==> config.mk <==
export PLATFORM = sky130hd
export DESIGN_NAME = regfile_sb_flat
export DESIGN_NICKNAME = d
export VERILOG_FILES = /design/src/rtl/regfile_sb_pkg.sv /design/src/rtl/regfile_sb_if.sv /design/src/rtl/regfile_scoreboard.sv /design/src/rtl/regfile_sb.sv /design/src/flat_wrapper.sv
export SDC_FILE = /design/constraint.sdc
export NUM_CORES = 2
export LEC_CHECK = 0
export BUFFER_PORTS_ARGS = -buffer_cell sky130_fd_sc_hd__buf_4
export CORE_UTILIZATION = 61
export CTS_CLUSTER_SIZE = 12
export DETAILED_ROUTE_END_ITERATION = 10
export HOLD_SLACK_MARGIN = 0.1
export PLACE_DENSITY = 0.86
export SYNTH_ARGS = -nofsm -noshare
export SYNTH_HDL_FRONTEND = slang
export SYNTH_SLANG_ARGS = --single-unit
==> constraint.sdc <==
create_clock -name clk -period 2 [get_ports clk]
set_input_delay 0.1 -clock clk [delete_from_list [all_inputs] [get_ports clk]]
set_output_delay 0.1 -clock clk [all_outputs]
set_load 0.01 [all_outputs]
==> src/rtl/regfile_sb_pkg.sv <==
// regfile_sb_pkg: shared widths and the hard-wired zero register index
package regfile_sb_pkg;
  localparam int DATA_W = 32;
  localparam int ADDR_W = 5;
  localparam int NUM_REGS = 2 ** ADDR_W;
  localparam logic [ADDR_W-1:0] REG_ZERO = '0;
endpackage

==> src/rtl/regfile_sb_if.sv <==
// regfile_sb_if: read, write-back and issue signals of the scoreboarded register file
interface regfile_sb_if #(
  parameter int DATA_W = regfile_sb_pkg::DATA_W,
  parameter int ADDR_W = regfile_sb_pkg::ADDR_W
);
  logic [ADDR_W-1:0] RsAddr, RtAddr, WbAddr, IssueAddr;
  logic [DATA_W-1:0] RsData, RtData, WbData;
  logic WbEna, IssueEna, Stall;
  logic [2**ADDR_W-1:0] BusyMask;
  modport master (
    output RsAddr, RtAddr, WbEna, WbAddr, WbData, IssueEna, IssueAddr,
    input  RsData, RtData, Stall, BusyMask
  );
  modport slave (
    input  RsAddr, RtAddr, WbEna, WbAddr, WbData, IssueEna, IssueAddr,
    output RsData, RtData, Stall, BusyMask
  );
endinterface

==> src/rtl/regfile_scoreboard.sv <==
// regfile_scoreboard: pending-write busy bits (issue sets, write-back clears, set wins) and operand Stall
module regfile_scoreboard #(
  parameter int ADDR_W = regfile_sb_pkg::ADDR_W
) (
  input  logic              clk,
  input  logic              rst_n,
  input  logic [ADDR_W-1:0] rsAddr,
  input  logic [ADDR_W-1:0] rtAddr,
  input  logic              wbEna,
  input  logic [ADDR_W-1:0] wbAddr,
  input  logic              issueEna,
  input  logic [ADDR_W-1:0] issueAddr,
  input  logic              fwdA,
  input  logic              fwdB,
  input  logic              rawHaz,
  output logic              stall,
  output logic [2**ADDR_W-1:0] busyMask
);
  import regfile_sb_pkg::*;
  localparam int NREGS = 2 ** ADDR_W;
  localparam logic [ADDR_W-1:0] ZERO = ADDR_W'(REG_ZERO);
  logic [NREGS-1:0] busy, setVec, clrVec;
  // one-hot set/clear requests; register 0 can never be marked busy
  always_comb begin
    setVec = (issueEna && issueAddr != ZERO) ? NREGS'(1) << issueAddr : '0;
    clrVec = (wbEna && wbAddr != ZERO) ? NREGS'(1) << wbAddr : '0;
  end
  // busy vector: a same-cycle issue re-arms a bit that write-back is clearing
  always_ff @(posedge clk or negedge rst_n)
    if (!rst_n) busy <= '0;
    else busy <= setVec | (busy & ~clrVec);
  // operand hazard unless the value is being forwarded this cycle
  always_comb begin
    stall = (rsAddr != ZERO && busy[rsAddr] && !fwdA) ||
            (rtAddr != ZERO && busy[rtAddr] && !fwdB) || rawHaz;
  end
  assign busyMask = busy;
endmodule

==> src/rtl/regfile_sb.sv <==
// regfile_sb: 2-read/1-write register file with r0 hard-wired to zero and a pending-write scoreboard;
// define REGFILE_BYPASS_EN to forward same-cycle write-back data to readers instead of stalling them
module regfile_sb #(
  parameter int DATA_W = regfile_sb_pkg::DATA_W,
  parameter int ADDR_W = regfile_sb_pkg::ADDR_W
) (
  input logic         clk,
  input logic         rst_n,
  regfile_sb_if.slave bus
);
  import regfile_sb_pkg::*;
  localparam int NREGS = 2 ** ADDR_W;
  localparam logic [ADDR_W-1:0] ZERO = ADDR_W'(REG_ZERO);
  logic [DATA_W-1:0] regs [NREGS];
  logic wbLive, hitA, hitB, fwdA, fwdB, rawHaz;
  assign wbLive = bus.WbEna && bus.WbAddr != ZERO;
  assign hitA = wbLive && bus.RsAddr == bus.WbAddr;
  assign hitB = wbLive && bus.RtAddr == bus.WbAddr;
`ifdef REGFILE_BYPASS_EN
  assign fwdA = hitA;
  assign fwdB = hitB;
  assign rawHaz = 1'b0;
`else
  assign fwdA = 1'b0;
  assign fwdB = 1'b0;
  assign rawHaz = hitA || hitB;
`endif
  // storage: write-back to any register but r0
  always_ff @(posedge clk or negedge rst_n)
    if (!rst_n) for (int i = 0; i < NREGS; i++) regs[i] <= '0;
    else if (wbLive) regs[bus.WbAddr] <= bus.WbData;
  // combinational read ports, r0 reads zero, forwarded data takes precedence
  always_comb begin
    bus.RsData = (bus.RsAddr == ZERO) ? '0 : fwdA ? bus.WbData : regs[bus.RsAddr];
    bus.RtData = (bus.RtAddr == ZERO) ? '0 : fwdB ? bus.WbData : regs[bus.RtAddr];
  end
  regfile_scoreboard #(.ADDR_W(ADDR_W)) scoreboard (
    .clk(clk),
    .rst_n(rst_n),
    .rsAddr(bus.RsAddr),
    .rtAddr(bus.RtAddr),
    .wbEna(bus.WbEna),
    .wbAddr(bus.WbAddr),
    .issueEna(bus.IssueEna),
    .issueAddr(bus.IssueAddr),
    .fwdA(fwdA),
    .fwdB(fwdB),
    .rawHaz(rawHaz),
    .stall(bus.Stall),
    .busyMask(bus.BusyMask)
  );
endmodule
==> src/flat_wrapper.sv <==
// flat-port wrapper written by rule: the top's interface ports become plain ports
module regfile_sb_flat import regfile_sb_pkg::*;
#(
  parameter int DATA_W = regfile_sb_pkg::DATA_W,
  parameter int ADDR_W = regfile_sb_pkg::ADDR_W
)
  (clk, rst_n, bus_RsAddr, bus_RtAddr, bus_WbEna, bus_WbAddr, bus_WbData, bus_IssueEna, bus_IssueAddr, bus_RsData, bus_RtData, bus_Stall, bus_BusyMask);
  regfile_sb_if #(.DATA_W(DATA_W), .ADDR_W(ADDR_W)) bus_i ();
  input logic clk;
  input logic rst_n;
  input wire logic [$bits(bus_i.RsAddr)-1:0] bus_RsAddr;
  input wire logic [$bits(bus_i.RtAddr)-1:0] bus_RtAddr;
  input wire logic [$bits(bus_i.WbEna)-1:0] bus_WbEna;
  input wire logic [$bits(bus_i.WbAddr)-1:0] bus_WbAddr;
  input wire logic [$bits(bus_i.WbData)-1:0] bus_WbData;
  input wire logic [$bits(bus_i.IssueEna)-1:0] bus_IssueEna;
  input wire logic [$bits(bus_i.IssueAddr)-1:0] bus_IssueAddr;
  output wire logic [$bits(bus_i.RsData)-1:0] bus_RsData;
  output wire logic [$bits(bus_i.RtData)-1:0] bus_RtData;
  output wire logic [$bits(bus_i.Stall)-1:0] bus_Stall;
  output wire logic [$bits(bus_i.BusyMask)-1:0] bus_BusyMask;
  assign bus_i.RsAddr = bus_RsAddr;
  assign bus_i.RtAddr = bus_RtAddr;
  assign bus_i.WbEna = bus_WbEna;
  assign bus_i.WbAddr = bus_WbAddr;
  assign bus_i.WbData = bus_WbData;
  assign bus_i.IssueEna = bus_IssueEna;
  assign bus_i.IssueAddr = bus_IssueAddr;
  assign bus_RsData = bus_i.RsData;
  assign bus_RtData = bus_i.RtData;
  assign bus_Stall = bus_i.Stall;
  assign bus_BusyMask = bus_i.BusyMask;
  regfile_sb #(.DATA_W(DATA_W), .ADDR_W(ADDR_W)) u_core (.clk(clk), .rst_n(rst_n), .bus(bus_i));
endmodule
Word-level counts from Yosys, hierarchy flattened
Index checks and enable logic that the tools add are counted.

storage, ports and cells
  register bits = 1056
  input port bits = 56
  output and inout bits = 97
  word-level logic and storage cells = 82

operators by class
  magnitude comparators = 6
  equality and inequality tests = 2
  shift operators = 2
  muxes and demuxes = 17
  bitwise operators = 6
  reductions and logical operators = 16

operators with widths
  cell                  number
  $bwmux 1024           1
  $bmux 32 s5           2
  $mux 32               9
  $demux 32 s5          1
  $shl 1x5->32 const A  2
  $and 32x32->32        1
  $not 32->32           1
  $or 32x32->32         1
  $reduce_bool 5->1     4
  $ge 6x6->1 const B    3
  $not 5->6             3
  $lt 5x6->1 const B    2
  $bmux 1 s5            2
  $eq 5x5->1            2
  $logic_not 5->1       2
  $logic_and 1x1->1     7
  $lt 6x1->1 const B    1
  $logic_or 1x1->1      3
  $mux 1                2

Depth between registers and ports, before layout
  depth after elaboration = 6
  depth in mapped cells = 8
  gate-level depth less buffers = 5

Cells and area by module
A second synthesis with hierarchy kept.

unflattened totals
  cell total of the unflattened synthesis = 3818
  area total of the unflattened synthesis = 56543.0 sq um

by module, submodules not included
  module              times used  cells an instance  area an instance (sq um)  seq. area each (sq um)
  regfile_sb          1           3639               54629.9                   25624.6
  regfile_scoreboard  1           179                1913.1                    800.8

Worst setup path after synthesis
No wires, ideal clock.

  path kind = input to output
  start point = input bus_RtAddr[0]
  end point = output bus_RtData[0]
  arrival time = 1.837 ns
  required time = 1.900 ns
  setup slack = 0.063 ns
  cell stages on the path = 7
  buffers on the path = 3
  cell sequence = buf_2 buf_2 buf_2 mux4_2 mux4_2 nand2_1 a21oi_1

on the way
  longest elaborated chain between the ends = 5
  elaborated cells on any way between the ends = 6
  those cells by class = mux (4); bitwise (1); reduce/logical (1)

RTL lines
  what                                         RTL line            RTL
  start, declared                              flat_wrapper.sv:12  input wire logic [$bits(bus_i.RtAddr)-1:0] bus_RtAddr;
  $not 5->6 (not written as such)              regfile_sb.sv:35    bus.RtData = (bus.RtAddr == ZERO) ? '0 : fwdB ? bus.WbData : regs[bus.RtAddr];
  $bmux 32 s5                                  regfile_sb.sv:35
  $mux 32 (not written as such) (2 in series)  regfile_sb.sv:35
  $mux 32 *                                    regfile_sb.sv:35
  end, declared                                flat_wrapper.sv:19  output wire logic [$bits(bus_i.RtData)-1:0] bus_RtData;

Mark *: on every way between the ends. The rest lies on a longest branch, timed or not. The select of a mux whose other input is x is not followed.

Worst setup path in the final report
  start point = register u_core.regs[361] (netlist name)
  end point = output bus_RsData[9]

on the way
  longest elaborated chain between the ends = 4

RTL lines
  what                                         RTL line            RTL
  start, declared                              regfile_sb.sv:14    logic [DATA_W-1:0] regs [NREGS];
  start signal, assigned by index              regfile_sb.sv:31    else if (wbLive) regs[bus.WbAddr] <= bus.WbData;
  $bmux 32 s5                                  regfile_sb.sv:34    bus.RsData = (bus.RsAddr == ZERO) ? '0 : fwdA ? bus.WbData : regs[bus.RsAddr];
  $mux 32 (not written as such) (2 in series)  regfile_sb.sv:34
  $mux 32                                      regfile_sb.sv:34
  end, declared                                flat_wrapper.sv:18  output wire logic [$bits(bus_i.RsData)-1:0] bus_RsData;

No other way between the ends. The select of a mux whose other input is x is not followed.

==> Flow_metrics.wiki <==
{| class="wikitable"
! Metric !! Value
|-
| Maximum Capacitance Violations || 0
|-
| Final standard cell area without fillers || 66540 um^2
|-
| Critical path class || reg -> out
|-
| Top-level port count || between 150 and 200
|-
| Clock root buffer || sky130_fd_sc_hd__clkbuf_16
|-
| Number of levels the H-tree was split into || 3
|-
| Total count of max-transition violations in the final report || 0
|-
| Total number of vias || 37134
|-
| Net count of the finished layout || 3799
|-
| Final worst slack || -802.7 ps
|-
| Clk buf depth || 3
|-
| Remaining routing DRC violations || 1
|-
| Unrepaired setup endpoints after global routing || true
|-
| Instance count of the mapped netlist || 3439
|-
| Smallest hold slack || between 70 and 80 ps
|-
| Fraction of final layout cells sized beyond drive strength 1 || 0.6500
|-
| Commonest cells after routing, fill and taps aside || sky130_fd_sc_hd__dfrtp_1 (1054), sky130_fd_sc_hd__mux2_2 (984), sky130_fd_sc_hd__mux4_2 (652)
|-
| Cell area after placement || 61140 um^2
|-
| Violated checks || DRC, setup timing
|-
| Seq/Total Area, Yosys || 0.4725
|-
| Worst slew margin relative to its limit || 0.5746
|-
| IR drop worst, VDD || 0.0008668 V
|-
| Fin crit period || between 2000 and 3000 ps
|-
| Post-CTS clock slew at the launch and capture registers of the worst setup and hold paths || 60 ps
|-
| Reg-to-reg startpoint || u_core.scoreboard.busyMask[13]
|-
| Reg-to-Reg End || u_core.scoreboard.busyMask[13]
|-
| Reg-to-reg setup timing slack || 650 ps
|-
| Final hold violation count || 0
|-
| Cell Rows || 110
|-
| Seq cells post-synth || ~1100
|-
| CP Launch Type || flop
|-
| Post-synth EDFFs || 0
|-
| Floorplan die height || 304.8 um
|-
| Net count of the mapped netlist || 3495
|-
| Via/cell ratio || 7.440
|-
| Worst path arrival time || 2700 ps
|-
| Final weighted congestion in routability-driven placement || 0.9285
|-
| Final cycle utilization of the critical path || 1.401
|-
| Endpoint, Worst Hold || u_core.scoreboard.busyMask[30]
|-
| HPWL Detailed || 105.0 mm
|-
| Min-Delay Path Class || in -> reg
|-
| Via count of the first global-routing pass || between 30000 and 40000
|-
| Count of TritonRoute iterations in the first routing pass || 10
|-
| Clock sink count || 1056
|-
| Leak || 28.61 nW
|-
| # placed instances || 4688
|-
| Most common cell after layout, fill and taps aside || sky130_fd_sc_hd__dfrtp_1
|-
| Netlist area before placement || 55930 um^2
|-
| CP Data Required Time || 1900 ps
|-
| Count of buffers inserted at the top-level ports || 152
|-
| Fin cells || 4991
|-
| Overall overflow remaining after global route || 0
|-
| Setup skew after layout || 0 ps
|-
| Total routing resource utilization after global routing || 0.3780
|-
| Worst reg2reg path depth || 4
|-
| Source-to-sink clock delay at the later pin of the worst-skew pair || 720 ps
|-
| Syn_area_per_cell || between 15 and 20 um^2
|-
| Syn. warnings || 0
|-
| Area of the die || 92900 um^2
|-
| Die outline width || 304.8 um
|-
| Area delta synth->final || 18.96%
|-
| Core ar. || 90420 um^2
|-
| Outcome || complete, but fails checks
|-
| Async set-reset flop share out of synthesis || 1.000
|-
| Number of antenna violations at the first check in global routing || 1
|-
| Clock tree from TritonCTS || yes
|-
| Initial cell density of the core || 0.6185
|-
| Iter 0 DRT Violations || around 4500
|-
| Sum of routed wire length over all layers || between 150 and 200 mm
|-
| Source of the worst hold timing path || bus_WbAddr[2]
|-
| Maximum number of pins on one net before global-route repair || 101
|-
| Most used DFF post-synth || sky130_fd_sc_hd__dfrtp_1
|-
| Power per standard cell area || just under 1000 nW/um^2
|-
| Final ANT Viol Nets || 0
|-
| Final setup violating endpoints || 65
|-
| Slew at the pin with the worst max-slew slack || 638.1 ps
|-
| Critical path peak fanout || 3
|-
| CP endpoint kind || output port
|-
| Hold path cells || 4
|-
| Wire length of the first global-routing pass || 258.6 mm
|-
| Routed len/inst || approximately 35 um
|-
| Number of buffers inserted during clock tree synthesis || 109
|-
| Unique cell type count in the Yosys netlist || 40
|-
| Highest attainable clock frequency || between 0.3 and 0.4 GHz
|}
-- cells in the mapped netlist, drive strengths merged (5+ instances only) --
master  instances  share of area
inv            10        0.00067
nand3           8        0.00072
mux4          652           0.26
o22ai           7        0.00078
nand2          89         0.0060
o31ai           5        0.00067
xnor2           6        0.00094
mux2         1001           0.20
a21oi          33         0.0030
o21ai          25         0.0022
nor2           49         0.0033
clkbuf        224          0.015
a22o            9         0.0014
buf           176          0.016
dfrtp        1056           0.47
mux2i          35         0.0063
nor3           13         0.0013
nand2b         10         0.0011
-- power by group --
part,internal [mW],switching [mW]
clock network,11.8,8.72
registers,25.5,3.43
logic,9.90,6.01
-- layout make-up --
| cell class | instances | area [um^2] |
|---|---|---|
| multi-input cells | 1972 | 28540 |
| clock inverters | 24 | 457.9 |
| well taps | 1176 | 1471 |
| diodes | 1 | 2.502 |
| repair buffers | 593 | 6495 |
| clock buffers | 158 | 3092 |
| flip-flops and latches | 1056 | 26430 |
| inverters | 11 | 46.29 |
| fillers | 4877 | 23890 |
-- metrics by stage --
step / TNS [ps] / utilization / power [mW] / worst slack (ps)
6_report: -38460 / 0.7358 / 65.38 / -802.7
5_1_grt: -41120 / 0.7358 / 67.46 / -785.7
4_1_cts: -48570 / 0.7319 / 64.82 / -781.2
3_5_place_dp: -14240 / 0.6761 / 43.41 / -396.1
3_3_place_gp: -13180 / 0.6761 / 42.21 / -378.0
2_1_floorplan: 0 / - / 37.90 / 63.38
-- logic make-up after synthesis --
kind of cell / after synthesis / synth area share
xor+xnor: 10 / 0.001566
mux: 1688 / 0.4703
flops: 1056 / 0.4725
compound gates: 87 / 0.009239
simple gates: 187 / 0.01481
buf+inv: 411 / 0.03157
-- worst max-delay path, cell delays in order (launching register included) --
cell and delay (ps):
sky130_fd_sc_hd__dfrtp_1 420, sky130_fd_sc_hd__mux4_2 470, sky130_fd_sc_hd__mux4_2 490, sky130_fd_sc_hd__mux2i_1 250
sky130_fd_sc_hd__buf_4 190, sky130_fd_sc_hd__nor2_4 30, sky130_fd_sc_hd__buf_6 110
-- registers in the layout, indices dropped and copies added (netlist names) --
signal	count
u_core.regs	1024
u_core.scoreboard.busyMask	32
-- what timing repair did --
| item | in CTS | in global routing |
|---|---|---|
| pin swaps | 48 | 39 |
| setup buffers | 33 | 27 |
| gates resized for setup | 163 | 41 |
| endpoints found under the setup margin | 65 | 138 |
| cloned | 0 | 1 |
| hold buffers | 60 | 0 |
| hold endpoints to repair | 2079 | 0 |
-- routing by layer --
layer / routed length (um) / track usage / part of all wire / vias to the layer above
met1: 61070 / 0.4956 / 0.35 / 19656
met2: 81560 / 0.5778 / 0.47 / 2823
met5: 0 / 0 / 0 / -
met3: 20080 / 0.1093 / 0.12 / 653
li1: - / - / - / 14002
met4: 9568 / 0.2006 / 0.056 / 0
-- how the worst max path moves through the flow --
stage / slack, ps / to / startpoint / cells after the start
floorplan: 60 / bus_RtData[0] / bus_RtAddr[0] / 7
global placement: -380 / bus_RsData[7] / bus_RsAddr[0] / 8
detailed placement: -400 / bus_RsData[26] / bus_RsAddr[0] / 7
CTS: -780 / bus_RsData[9] / u_core.regs[361] / 6
global route: -790 / bus_RsData[9] / u_core.regs[361] / 6
finish: -800 / bus_RsData[9] / u_core.regs[361] / 6
(Power assumes the default switching activity.)
